`src/rtl/conv_sequencer.sv`:
```
// conv_sequencer -- frame-level controller for the convolve datapath.
//
// One frame is sequenced as: datapath clear, K*K kernel load (from the host
// stream or from a local replay cache), one priming shift write, then a
// W*H raster pixel stream, a short drain and a one-cycle done pulse. Every
// datapath result is tagged (valid/row/col) through a PIPE_LAT-deep delay
// line so that only interior, non-wrapped windows are reported.
//
// Optional feature macro: CONV_KERNEL_CACHE_EN
//   defined   : K*K x BITS cache captured during KLOAD; kernel_reload=0 with a
//               valid cache replays it (KREPLAY) instead of using the k_* stream.
//   undefined : no cache; kernel_reload is ignored and KLOAD is always used.
//
// Ports
//   clk, reset_n                   clock, asynchronous active-low reset
//   start, kernel_reload           frame request (IDLE only) and kernel source
//   abort                          synchronous frame abort (non-IDLE states)
//   k_valid/k_data/k_ready         kernel word stream, row-major
//   px_valid/px_data/px_ready      pixel stream, raster order
//   conv_reset                     synchronous clear to the datapath
//   conv_kernel_we/data            kernel write port of the datapath
//   conv_shift_we/conv_img_data    pixel shift port of the datapath
//   conv_pixel                     datapath result (img_output)
//   out_valid/pixel/row/col        tagged result stream (window top-left)
//   busy, done, underrun           status (done: 1-cycle pulse, underrun sticky)
//   dbg_state                      current FSM state
//
// Handshake rule for k_* and px_*: a word transfers on the rising edge at
// which valid and ready are both high; that same edge is the one at which the
// matching conv_*_we is high, so the datapath consumes the word directly.
// k_valid low stalls KLOAD. The pixel stream never stalls: px_ready is high
// for every STREAM cycle and a missing word is written as 0 (underrun).

module conv_sequencer #(
  parameter int BITS        = 9,
  parameter int KERNEL_SIZE = 3,
  parameter int IMG_LENGTH  = 128,
  parameter int IMG_HEIGHT  = 128,
  parameter int PIPE_LAT    = 2
) (
  input  logic            clk,
  input  logic            reset_n,
  input  logic            start,
  input  logic            kernel_reload,
  input  logic            abort,
  input  logic            k_valid,
  input  logic [BITS-1:0] k_data,
  output logic            k_ready,
  input  logic            px_valid,
  input  logic [BITS-1:0] px_data,
  output logic            px_ready,
  output logic            conv_reset,
  output logic            conv_kernel_we,
  output logic [BITS-1:0] conv_kernel_data,
  output logic            conv_shift_we,
  output logic [BITS-1:0] conv_img_data,
  input  logic [BITS-1:0] conv_pixel,
  output logic            out_valid,
  output logic [BITS-1:0] out_pixel,
  output logic [7:0]      out_row,
  output logic [7:0]      out_col,
  output logic            busy,
  output logic            done,
  output logic            underrun,
  output logic [3:0]      dbg_state
);

  localparam int KK = KERNEL_SIZE * KERNEL_SIZE;
  localparam int KW = (KK > 1) ? $clog2(KK) : 1;
  localparam int CW = (IMG_LENGTH > 1) ? $clog2(IMG_LENGTH) : 1;
  localparam int RW = (IMG_HEIGHT > 1) ? $clog2(IMG_HEIGHT) : 1;
  localparam int DW = (PIPE_LAT > 1) ? $clog2(PIPE_LAT) : 1;

  localparam logic [KW-1:0] K_LAST = KW'(KK - 1);
  localparam logic [CW-1:0] C_LAST = CW'(IMG_LENGTH - 1);
  localparam logic [RW-1:0] R_LAST = RW'(IMG_HEIGHT - 1);
  localparam logic [DW-1:0] D_LAST = DW'(PIPE_LAT - 1);
  localparam logic [7:0]    K_M1   = 8'(KERNEL_SIZE - 1);

  typedef enum logic [3:0] {
    S_IDLE    = 4'd0,
    S_CLR     = 4'd1,
    S_KLOAD   = 4'd2,
    S_KREPLAY = 4'd3,
    S_PRIME   = 4'd4,
    S_STREAM  = 4'd5,
    S_DRAIN   = 4'd6,
    S_DONE    = 4'd7,
    S_ABORT   = 4'd8
  } state_t;

  typedef struct packed {
    logic       v;
    logic [7:0] row;
    logic [7:0] col;
  } tag_t;

  state_t          state_q, state_d;
  logic [KW-1:0]   kidx_q, kidx_d;
  logic [CW-1:0]   col_q, col_d;
  logic [RW-1:0]   row_q, row_d;
  logic [DW-1:0]   dcnt_q, dcnt_d;
  logic            underrun_q, underrun_d;
  tag_t            tag_q [PIPE_LAT];
  tag_t            tag_d [PIPE_LAT];
  tag_t            new_tag;
  logic            flush;
  logic            clr_st;
  logic            use_replay;
  logic [BITS-1:0] cache_rd;
  logic [7:0]      row8, col8;

  assign row8 = 8'(row_q);
  assign col8 = 8'(col_q);

`ifdef CONV_KERNEL_CACHE_EN
  logic [BITS-1:0] cache_q [KK];
  logic [BITS-1:0] cache_d [KK];
  logic            cache_valid_q, cache_valid_d;
  logic            reload_q, reload_d;
  logic            cache_we;

  assign use_replay = cache_valid_q & ~reload_q;
  assign cache_rd   = cache_q[kidx_q];

  always_comb begin
    cache_d = cache_q;
    if (cache_we) cache_d[kidx_q] = k_data;
  end

  always_ff @(posedge clk or negedge reset_n) begin
    if (!reset_n) begin
      for (int i = 0; i < KK; i++) cache_q[i] <= '0;
      cache_valid_q <= 1'b0;
      reload_q      <= 1'b0;
    end else begin
      for (int i = 0; i < KK; i++) cache_q[i] <= cache_d[i];
      cache_valid_q <= cache_valid_d;
      reload_q      <= reload_d;
    end
  end
`else
  logic unused_reload;
  assign unused_reload = kernel_reload;
  assign use_replay    = 1'b0;
  assign cache_rd      = '0;
`endif

  always_comb begin
    state_d          = state_q;
    kidx_d           = kidx_q;
    col_d            = col_q;
    row_d            = row_q;
    dcnt_d           = dcnt_q;
    underrun_d       = underrun_q;
    k_ready          = 1'b0;
    px_ready         = 1'b0;
    conv_kernel_we   = 1'b0;
    conv_kernel_data = '0;
    conv_shift_we    = 1'b0;
    conv_img_data    = '0;
    new_tag          = '0;
    flush            = 1'b0;
    clr_st           = 1'b0;
    done             = 1'b0;
`ifdef CONV_KERNEL_CACHE_EN
    cache_we         = 1'b0;
    cache_valid_d    = cache_valid_q;
    reload_d         = reload_q;
`endif

    case (state_q)
      S_IDLE: begin
        if (start) begin
          state_d    = S_CLR;
          underrun_d = 1'b0;
`ifdef CONV_KERNEL_CACHE_EN
          reload_d   = kernel_reload;
`endif
        end
      end
      S_CLR: begin
        clr_st  = 1'b1;
        kidx_d  = '0;
        state_d = use_replay ? S_KREPLAY : S_KLOAD;
      end
      S_KLOAD: begin
        k_ready = 1'b1;
        if (k_valid) begin
          conv_kernel_we   = 1'b1;
          conv_kernel_data = k_data;
`ifdef CONV_KERNEL_CACHE_EN
          cache_we         = 1'b1;
`endif
          if (kidx_q == K_LAST) begin
            kidx_d  = '0;
            state_d = S_PRIME;
`ifdef CONV_KERNEL_CACHE_EN
            cache_valid_d = 1'b1;
`endif
          end else begin
            kidx_d = kidx_q + KW'(1);
          end
        end
      end
      S_KREPLAY: begin
        conv_kernel_we   = 1'b1;
        conv_kernel_data = cache_rd;
        if (kidx_q == K_LAST) begin
          kidx_d  = '0;
          state_d = S_PRIME;
        end else begin
          kidx_d = kidx_q + KW'(1);
        end
      end
      S_PRIME: begin
        // Dummy zero write: aligns the datapath fill counter with pixel 0.
        conv_shift_we = 1'b1;
        row_d         = '0;
        col_d         = '0;
        state_d       = S_STREAM;
      end
      S_STREAM: begin
        px_ready      = 1'b1;
        conv_shift_we = 1'b1;
        if (px_valid) conv_img_data = px_data;
        else          underrun_d    = 1'b1;
        // Tag names the window whose bottom-right pixel is being written.
        if ((row8 >= K_M1) && (col8 >= K_M1)) begin
          new_tag.v   = 1'b1;
          new_tag.row = row8 - K_M1;
          new_tag.col = col8 - K_M1;
        end
        if (col_q == C_LAST) begin
          col_d = '0;
          if (row_q == R_LAST) begin
            row_d   = '0;
            dcnt_d  = '0;
            state_d = S_DRAIN;
          end else begin
            row_d = row_q + RW'(1);
          end
        end else begin
          col_d = col_q + CW'(1);
        end
      end
      S_DRAIN: begin
        if (dcnt_q == D_LAST) begin
          dcnt_d  = '0;
          state_d = S_DONE;
        end else begin
          dcnt_d = dcnt_q + DW'(1);
        end
      end
      S_DONE: begin
        done    = 1'b1;
        state_d = S_IDLE;
      end
      S_ABORT: begin
        clr_st  = 1'b1;
        state_d = S_IDLE;
      end
      default: state_d = S_IDLE;
    endcase

    // Abort overrides everything the current state would do this cycle:
    // no transfer is accepted, the delay line is emptied and no done fires.
    if (abort && (state_q != S_IDLE)) begin
      state_d          = S_ABORT;
      flush            = 1'b1;
      k_ready          = 1'b0;
      px_ready         = 1'b0;
      conv_kernel_we   = 1'b0;
      conv_kernel_data = '0;
      conv_shift_we    = 1'b0;
      conv_img_data    = '0;
      new_tag          = '0;
      done             = 1'b0;
      underrun_d       = underrun_q;
      kidx_d           = '0;
      row_d            = '0;
      col_d            = '0;
      dcnt_d           = '0;
`ifdef CONV_KERNEL_CACHE_EN
      cache_we         = 1'b0;
      // A partially overwritten cache must not be replayed.
      if (state_q == S_KLOAD) cache_valid_d = 1'b0;
`endif
    end
  end

  always_comb begin
    tag_d[0] = new_tag;
    for (int i = 1; i < PIPE_LAT; i++) tag_d[i] = tag_q[i-1];
    if (flush) begin
      for (int i = 0; i < PIPE_LAT; i++) tag_d[i] = '0;
    end
  end

  always_ff @(posedge clk or negedge reset_n) begin
    if (!reset_n) begin
      state_q    <= S_IDLE;
      kidx_q     <= '0;
      col_q      <= '0;
      row_q      <= '0;
      dcnt_q     <= '0;
      underrun_q <= 1'b0;
      for (int i = 0; i < PIPE_LAT; i++) tag_q[i] <= '0;
    end else begin
      state_q    <= state_d;
      kidx_q     <= kidx_d;
      col_q      <= col_d;
      row_q      <= row_d;
      dcnt_q     <= dcnt_d;
      underrun_q <= underrun_d;
      for (int i = 0; i < PIPE_LAT; i++) tag_q[i] <= tag_d[i];
    end
  end

  // The datapath is held in reset for as long as the sequencer is.
  assign conv_reset = clr_st | ~reset_n;
  assign out_valid  = tag_q[PIPE_LAT-1].v;
  assign out_row    = tag_q[PIPE_LAT-1].row;
  assign out_col    = tag_q[PIPE_LAT-1].col;
  assign out_pixel  = out_valid ? conv_pixel : '0;
  assign busy       = (state_q != S_IDLE);
  assign underrun   = underrun_q;
  assign dbg_state  = state_q;

endmodule

```
`config.mk`:
```
export PLATFORM = sky130hd
export DESIGN_NAME = conv_sequencer
export DESIGN_NICKNAME = d
export VERILOG_FILES = /design/src/rtl/conv_sequencer.sv
export SDC_FILE = /design/constraint.sdc
export NUM_CORES = 1
export LEC_CHECK = 0
export BUFFER_PORTS_ARGS = -buffer_cell sky130_fd_sc_hd__clkbuf_2
export CORE_MARGIN = 2
export CORE_UTILIZATION = 45
export DETAILED_ROUTE_END_ITERATION = 7
export GPL_TIMING_DRIVEN = 0
export PLACE_DENSITY = 0.71
export SLEW_MARGIN = 20
export SYNTH_ARGS = -nofsm -noshare
export SYNTH_HDL_FRONTEND = slang
export SYNTH_SLANG_ARGS = --single-unit
```
`constraint.sdc`:
```
create_clock -name clk -period 4.03 [get_ports clk]
set_input_delay 0.403 -clock clk [delete_from_list [all_inputs] [get_ports clk]]
set_output_delay 0.403 -clock clk [all_outputs]
set_load 0.01 [all_outputs]
```
# Word-level counts from Yosys, hierarchy flattened
# Index checks and enable logic that the tools add are counted.
classes:
  addsub: 6
  eq_ne: 18
  magnitude_cmp: 2
  n_mux: 51
  shifts: 0
  reduce_logical: 15
  n_div: 0
  bitwise: 3
  mul: 0
ops:
  columns: ["op", "n"]
  rows:
  - ["two-way mux 9 bit", 7]
  - ["two-way mux 17 bit", 3]
  - ["two-way mux 4 bit", 10]
  - ["two-way mux 7 bit", 5]
  - ["two-way mux 34 bit", 1]
  - ["one-hot mux 4 bit (7 select lines)", 1]
  - ["one-hot mux 7 bit (2 select lines)", 2]
  - ["two-way mux 1 bit", 18]
  - ["equality test 4 x 3 -> 1 bit (second input constant)", 4]
  - ["subtractor 7 x 2 -> 8 bit (second input constant)", 2]
  - ["inequality test 3 bit (second input constant)", 5]
  - ["adder 7 x 1 -> 7 bit (second input constant)", 2]
  - ["equality test 7 bit (second input constant)", 2]
  - [">= comparator 7 x 2 -> 1 bit (second input constant)", 2]
  - ["one-hot mux 4 bit (3 select lines)", 1]
  - ["equality test 4 x 2 -> 1 bit (second input constant)", 2]
  - ["equality test 4 bit (second input constant)", 2]
  - ["nonzero test 4 bit", 2]
  - ["one-hot mux 1 bit (2 select lines)", 3]
  - ["nonzero test 3 bit", 2]
  - ["AND reduction 5 bit", 1]
  - ["adder 4 x 1 -> 4 bit (second input constant)", 1]
  - ["equality test 4 x 1 -> 1 bit (second input constant)", 1]
  - ["logical NOT 4 bit", 1]
  - ["other kinds (10)", 15]
totals:
  ram_bits: 0
  wordCells: 107
  latch_bits: 0
  ff_bits: 58
  memories: 0
  output_inout_bits: 56
  mem_bits_ro: 0

# Logic depth before layout (Yosys ltp)
depth:
  ltp_word: 6
  depth_mapped: 8

# Least setup slack after synthesis
# No wires, ideal clock.
synth_timing:
  path_type: "flip-flop to output port"
  startpoint: "register state_q[3], in the netlist dbg_state[3]"
  endpoint: "output conv_img_data[1]"
  slack_ps: 1945
  path_stages_with_launch: 8
  arrival_ps: 1682
  cell_sequence: "dfrtp_1 -> buf_6 -> nand2b_1 -> or3_1 -> buf_2 -> inv_2 -> buf_2 -> and3_1"
synth_via:
  elab_chain_cells: 3
  elab_cells_between_ends: 5
  classes_between: "eq/ne: 1; mux: 2; reduce/logical: 2"
synth_lines:
  columns: ["element", "line", "rtl"]
  rows:
  - ["start, declared", "98", "state_t state_q, state_d;"]
  - ["start signal, assigned", "310", "state_q <= state_d;"]
  - ["equality test 4 x 3 -> 1 bit / nonzero test 4 bit (equally long branches)", "172, 268", null]
  - ["two-way mux 9 bit / logical AND 1 bit (equally long branches)", "172, 268", null]
  - ["two-way mux 9 bit *", "268", "if (abort && (state_q != S_IDLE)) begin"]
  - ["end, declared", "56", "output logic [BITS-1:0] conv_img_data,"]
# Mark *: on every way between the ends. The rest lies on a longest branch, timed or not.

# Final worst setup path
layout_timing:
  startpoint: "register state_q[3], in the netlist dbg_state[3]"
  endpoint: "output conv_img_data[2]"
# The elaborated chain is that of the path after synthesis.

==> run_summary.xml <==
<?xml version="1.0" encoding="UTF-8"?>
<metrics>
  <group name="place">
    <metric name="postPlaceCellArea" unit="um2">3580</metric>
    <metric name="preCtsSetupSlack" unit="ns">1.80</metric>
    <metric name="detailed_place_hpwl" unit="um">4540</metric>
    <metric name="buffer_ports.inserted" unit="">88</metric>
    <metric name="place.detailed.instances" unit="">483</metric>
    <metric name="gp_routability_congestion" unit="">0.864</metric>
  </group>
  <group name="sta">
    <metric name="final.setup_skew" unit="ns">0.00687</metric>
    <metric name="layout_worst_path_cycle_share" unit="">0.643</metric>
    <metric name="setup_tns" unit="ns">0</metric>
    <metric name="layout_min_cycle_time" unit="ns">2.59</metric>
    <metric name="slew_violations" unit="">0</metric>
    <metric name="grt_setup_unrepaired" unit="">no</metric>
    <metric name="worst_slew_margin_rel" unit="">0.500</metric>
    <metric name="clock.fmax" unit="MHz">386</metric>
    <metric name="setup_violations" unit="">0</metric>
    <metric name="setup_slack" unit="ns">1.44</metric>
    <metric name="tightestPinTransition" unit="ns">0.750</metric>
    <metric name="final_hold_viol_count" unit="">0</metric>
  </group>
  <group name="clocking">
    <metric name="clkSlewWorstSetupHoldPaths" unit="ns">0.06</metric>
    <metric name="clock-root-buffer" unit="">sky130_fd_sc_hd__clkbuf_8</metric>
    <metric name="tritoncts" unit="">yes</metric>
    <metric name="cts-root-to-sink-buffers" unit="">2</metric>
    <metric name="htree_num_levels" unit="">3</metric>
    <metric name="clkLatencyLatePin" unit="ns">0.33</metric>
    <metric name="postCtsResizedCells" unit="">0</metric>
    <metric name="cts.sink_count" unit="">58</metric>
    <metric name="cts_made_buffers" unit="">9</metric>
    <metric name="post_cts.repair.setup_buffers" unit="">0</metric>
    <metric name="ctsHoldBuffers" unit="">0</metric>
  </group>
  <group name="cells_and_area">
    <metric name="insertedDiodeCount" unit="">0</metric>
    <metric name="finalCoreUtilization" unit="">0.590</metric>
    <metric name="final_cells" unit="">499</metric>
    <metric name="synthToLayoutAreaGrowth" unit="%">25.4</metric>
    <metric name="post_route_cells_drive_above_1_share" unit="">0.322</metric>
    <metric name="stdcell_area" unit="um2">3810</metric>
    <metric name="final_net_count" unit="">461</metric>
  </group>
  <group name="grt">
    <metric name="largest_net_degree_at_the_start_of_global_routing" unit="">60</metric>
    <metric name="first_global_vias" unit="">2309</metric>
    <metric name="wire_length_of_the_first_global_routing_pass" unit="um">10400</metric>
    <metric name="global_route.usage.total" unit="">0.175</metric>
    <metric name="grt_remaining_overflow" unit="">0</metric>
    <metric name="number_of_antenna_violations_at_the_first_check_in_global_routing" unit="">0</metric>
  </group>
  <group name="critical_path">
    <metric name="worst_setup_path_end_kind" unit="">output port</metric>
    <metric name="worst_r2r_endpoint" unit="">row_q[6]</metric>
    <metric name="worstPathRequired" unit="ns">3.63</metric>
    <metric name="critPathArrivalTime" unit="ns">2.19</metric>
    <metric name="worst_r2r_start" unit="">col_q[1]</metric>
    <metric name="timing.critical_path.to" unit="">conv_img_data[2]</metric>
    <metric name="criticalPathCategory" unit="">reg -&gt; out</metric>
    <metric name="critical_path.max_fanout" unit="">10</metric>
    <metric name="reg2reg_slack" unit="ns">1.77</metric>
    <metric name="worst_setup_path_start_kind" unit="">flop</metric>
    <metric name="critical_path.startpoint" unit="">dbg_state[3]</metric>
    <metric name="rr_worst_depth" unit="">6</metric>
  </group>
  <group name="power">
    <metric name="p_leak" unit="nW">2.10</metric>
    <metric name="vdd_drop_max" unit="mV">0.247</metric>
    <metric name="pwr_density_cell" unit="nW/um2">424</metric>
  </group>
  <group name="drt">
    <metric name="post_drt_via_cell_ratio" unit="">4.96</metric>
    <metric name="antenna_violating_nets_post_route" unit="">0</metric>
    <metric name="drt_drc_violations_left" unit="">0</metric>
    <metric name="detail_route.wirelength" unit="um">6010</metric>
    <metric name="drt-wirelength-per-cell" unit="um">12.0</metric>
    <metric name="detailedRoute.firstPassIterationCount" unit="">4</metric>
    <metric name="drtIter0Drc" unit="">84</metric>
    <metric name="vias" unit="">2474</metric>
  </group>
  <group name="synth">
    <metric name="fraction_of_the_yosys_area_taken_by_sequential_cells" unit="">0.477</metric>
    <metric name="synth_cell_type_count" unit="">45</metric>
    <metric name="number_of_storage_elements_in_the_synthesis_netlist" unit="">58</metric>
    <metric name="post_synth_inst_count" unit="">318</metric>
    <metric name="synth_area" unit="um2">3040</metric>
    <metric name="synthesized_nets" unit="">362</metric>
    <metric name="synthesis.yosys.warnings" unit="">0</metric>
    <metric name="syn_area_per_cell" unit="um2">9.56</metric>
  </group>
  <group name="outcome">
    <metric name="status" unit="">finished, final reports clean</metric>
  </group>
  <group name="job">
    <metric name="cap_viol_max_count" unit="">0</metric>
  </group>
  <group name="worst_hold_path">
    <metric name="min-delay-path-class" unit="">in -&gt; async</metric>
  </group>
  <group name="die">
    <metric name="rows" unit="">29</metric>
    <metric name="die_height" unit="um">86.2</metric>
    <metric name="die-area" unit="um2">7430</metric>
    <metric name="core-area" unit="um2">6460</metric>
    <metric name="design.portCount" unit="">90</metric>
    <metric name="floorplan.die.width" unit="um">86.2</metric>
    <metric name="initial_util" unit="">0.471</metric>
  </group>
</metrics>
worst max-delay path: stages (launching register included):
cell and delay, ns:
sky130_fd_sc_hd__dfrtp_1 0.39, sky130_fd_sc_hd__buf_6 0.14, sky130_fd_sc_hd__nand2b_1 0.15, sky130_fd_sc_hd__or3_1 0.34, sky130_fd_sc_hd__buf_2 0.17, sky130_fd_sc_hd__inv_2 0.15, sky130_fd_sc_hd__buf_2 0.21, sky130_fd_sc_hd__and3_1 0.17
sky130_fd_sc_hd__clkbuf_2 0.13
per-layer routing:
layer / global-route usage / part of all wire
met1: 0.234 / 0.46
met5: 0 / 0
met3: 0.0371 / 0.057
met2: 0.276 / 0.46
met4: 0.0795 / 0.019
placed cells by master (no fill, tap or decap), types with 4 or more instances in the layout:
cell,Yosys,final
sky130_fd_sc_hd__a31oi_1,4,4
sky130_fd_sc_hd__clkbuf_2,0,87
sky130_fd_sc_hd__nand2_1,25,25
sky130_fd_sc_hd__clkbuf_8,0,9
sky130_fd_sc_hd__and3_1,22,22
sky130_fd_sc_hd__and2_1,27,27
sky130_fd_sc_hd__ha_1,10,10
sky130_fd_sc_hd__o31ai_1,5,5
sky130_fd_sc_hd__nand3_1,4,4
sky130_fd_sc_hd__a21oi_1,8,8
sky130_fd_sc_hd__nor3_1,7,7
sky130_fd_sc_hd__o21ai_0,15,15
sky130_fd_sc_hd__nor2_1,33,33
sky130_fd_sc_hd__xnor2_1,9,9
sky130_fd_sc_hd__nand2b_1,5,5
sky130_fd_sc_hd__buf_6,4,4
sky130_fd_sc_hd__clkbuf_1,8,10
sky130_fd_sc_hd__buf_4,16,16
sky130_fd_sc_hd__dfrtp_1,58,58
sky130_fd_sc_hd__inv_1,13,13
cell type report:
| class | count | area [um2] |
|---|---|---|
| Sequential cell | 58 | 1450 |
| Tap cell | 77 | 96.3 |
| Fill cell | 576 | 2650 |
| Inverter | 15 | 56.3 |
| Multi-Input combinational cell | 214 | 1320 |
| Clock inverter | 5 | 103 |
| Timing Repair Buffer | 88 | 443 |
| Clock buffer | 11 | 131 |
| Buffer | 31 | 210 |
power by group:
| part | switching [mW] | internal (mW) | total, mW |
|---|---|---|---|
| Combinational | 0.222 | 0.140 | 0.362 |
| Sequential | 0.0218 | 0.605 | 0.627 |
| Clock | 0.217 | 0.410 | 0.627 |
| Total | 0.460 | 1.16 | 1.62 |
registers in the layout, summed over array words and instances, names as in the netlist:
signal and count:
tag_q 17, out_col 8, out_row 8, col_q 7
row_q 7, dbg_state 4, kidx_q 4, dcnt_q 1
out_valid 1, underrun 1
through the flow:
| stage | power (mW) | hold WS [ns] |
|---|---|---|
| after floorplan | 0.884 | 0.107 |
| final | 1.62 | 0.174 |
| after detailed placement | 1.00 | 0.436 |
| after CTS | 1.63 | 0.201 |
| after global placement | 0.993 | 0.431 |
| after global routing | 1.71 | 0.242 |
kinds of logic (layout without fill, tap and decap cells):
family          after synthesis  after routing  share of synthesized area
flops                        58             58                      0.477
compound gates               44             44                     0.0889
mux                           3              3                     0.0107
buf+inv                      46            150                     0.0877
xor+xnor                     12             12                     0.0346
fa+ha+maj                    10             10                     0.0412
simple gates                145            145                      0.260
cell usage after synthesis:
cell / n / share of area
sky130_fd_sc_hd__nor4b_1: 3 / 0.0086
sky130_fd_sc_hd__mux2i_1: 1 / 0.0033
sky130_fd_sc_hd__and3_1: 22 / 0.045
sky130_fd_sc_hd__clkbuf_1: 8 / 0.0099
sky130_fd_sc_hd__nor2_4: 1 / 0.0037
sky130_fd_sc_hd__nand3_1: 4 / 0.0066
sky130_fd_sc_hd__o2bb2ai_1: 1 / 0.0029
sky130_fd_sc_hd__nand2_1: 25 / 0.031
sky130_fd_sc_hd__nor3b_1: 1 / 0.0025
sky130_fd_sc_hd__or4_1: 1 / 0.0025
sky130_fd_sc_hd__nor2_1: 33 / 0.041
sky130_fd_sc_hd__a21bo_2: 1 / 0.0033
sky130_fd_sc_hd__buf_2: 3 / 0.0049
sky130_fd_sc_hd__or4_4: 2 / 0.0074
sky130_fd_sc_hd__a221oi_1: 1 / 0.0029
sky130_fd_sc_hd__a31oi_1: 4 / 0.0082
sky130_fd_sc_hd__o311ai_0: 1 / 0.0029
sky130_fd_sc_hd__mux2_2: 2 / 0.0074
sky130_fd_sc_hd__nand2b_1: 5 / 0.010
sky130_fd_sc_hd__and2_1: 27 / 0.056
sky130_fd_sc_hd__nand4_1: 2 / 0.0041
sky130_fd_sc_hd__dfrtp_1: 58 / 0.48
sky130_fd_sc_hd__or2_2: 1 / 0.0021
sky130_fd_sc_hd__inv_2: 2 / 0.0025
sky130_fd_sc_hd__o31ai_1: 5 / 0.012
sky130_fd_sc_hd__a21oi_2: 1 / 0.0029
sky130_fd_sc_hd__nor4_1: 2 / 0.0041
sky130_fd_sc_hd__nor3_1: 7 / 0.012
sky130_fd_sc_hd__and3b_1: 1 / 0.0029
sky130_fd_sc_hd__ha_1: 10 / 0.041
sky130_fd_sc_hd__inv_1: 13 / 0.016
sky130_fd_sc_hd__a211o_1: 1 / 0.0029
sky130_fd_sc_hd__o211ai_1: 2 / 0.0049
sky130_fd_sc_hd__nand3b_1: 2 / 0.0049
sky130_fd_sc_hd__or3_1: 2 / 0.0041
sky130_fd_sc_hd__buf_4: 16 / 0.040
sky130_fd_sc_hd__nor2b_1: 3 / 0.0062
sky130_fd_sc_hd__nand3_4: 1 / 0.0058
sky130_fd_sc_hd__o21ai_1: 1 / 0.0016
sky130_fd_sc_hd__buf_6: 4 / 0.015
sky130_fd_sc_hd__o21ai_0: 15 / 0.025
sky130_fd_sc_hd__xor2_1: 3 / 0.0086
sky130_fd_sc_hd__a21oi_1: 8 / 0.013
sky130_fd_sc_hd__xnor2_1: 9 / 0.026
sky130_fd_sc_hd__o22ai_1: 3 / 0.0062
how the worst min path moves through the flow:
| stage | start | to | cells past startpoint |
|---|---|---|---|
| floorplan | reset_n | col_q[0] | 0 |
| global placement | tag_q[33] | out_valid | 1 |
| detailed placement | tag_q[33] | out_valid | 1 |
| CTS | reset_n | underrun | 1 |
| global route | reset_n | tag_q[28] | 1 |
| finish | reset_n | row_q[3] | 1 |
No activity file was read; power rests on OpenSTA's default activity.
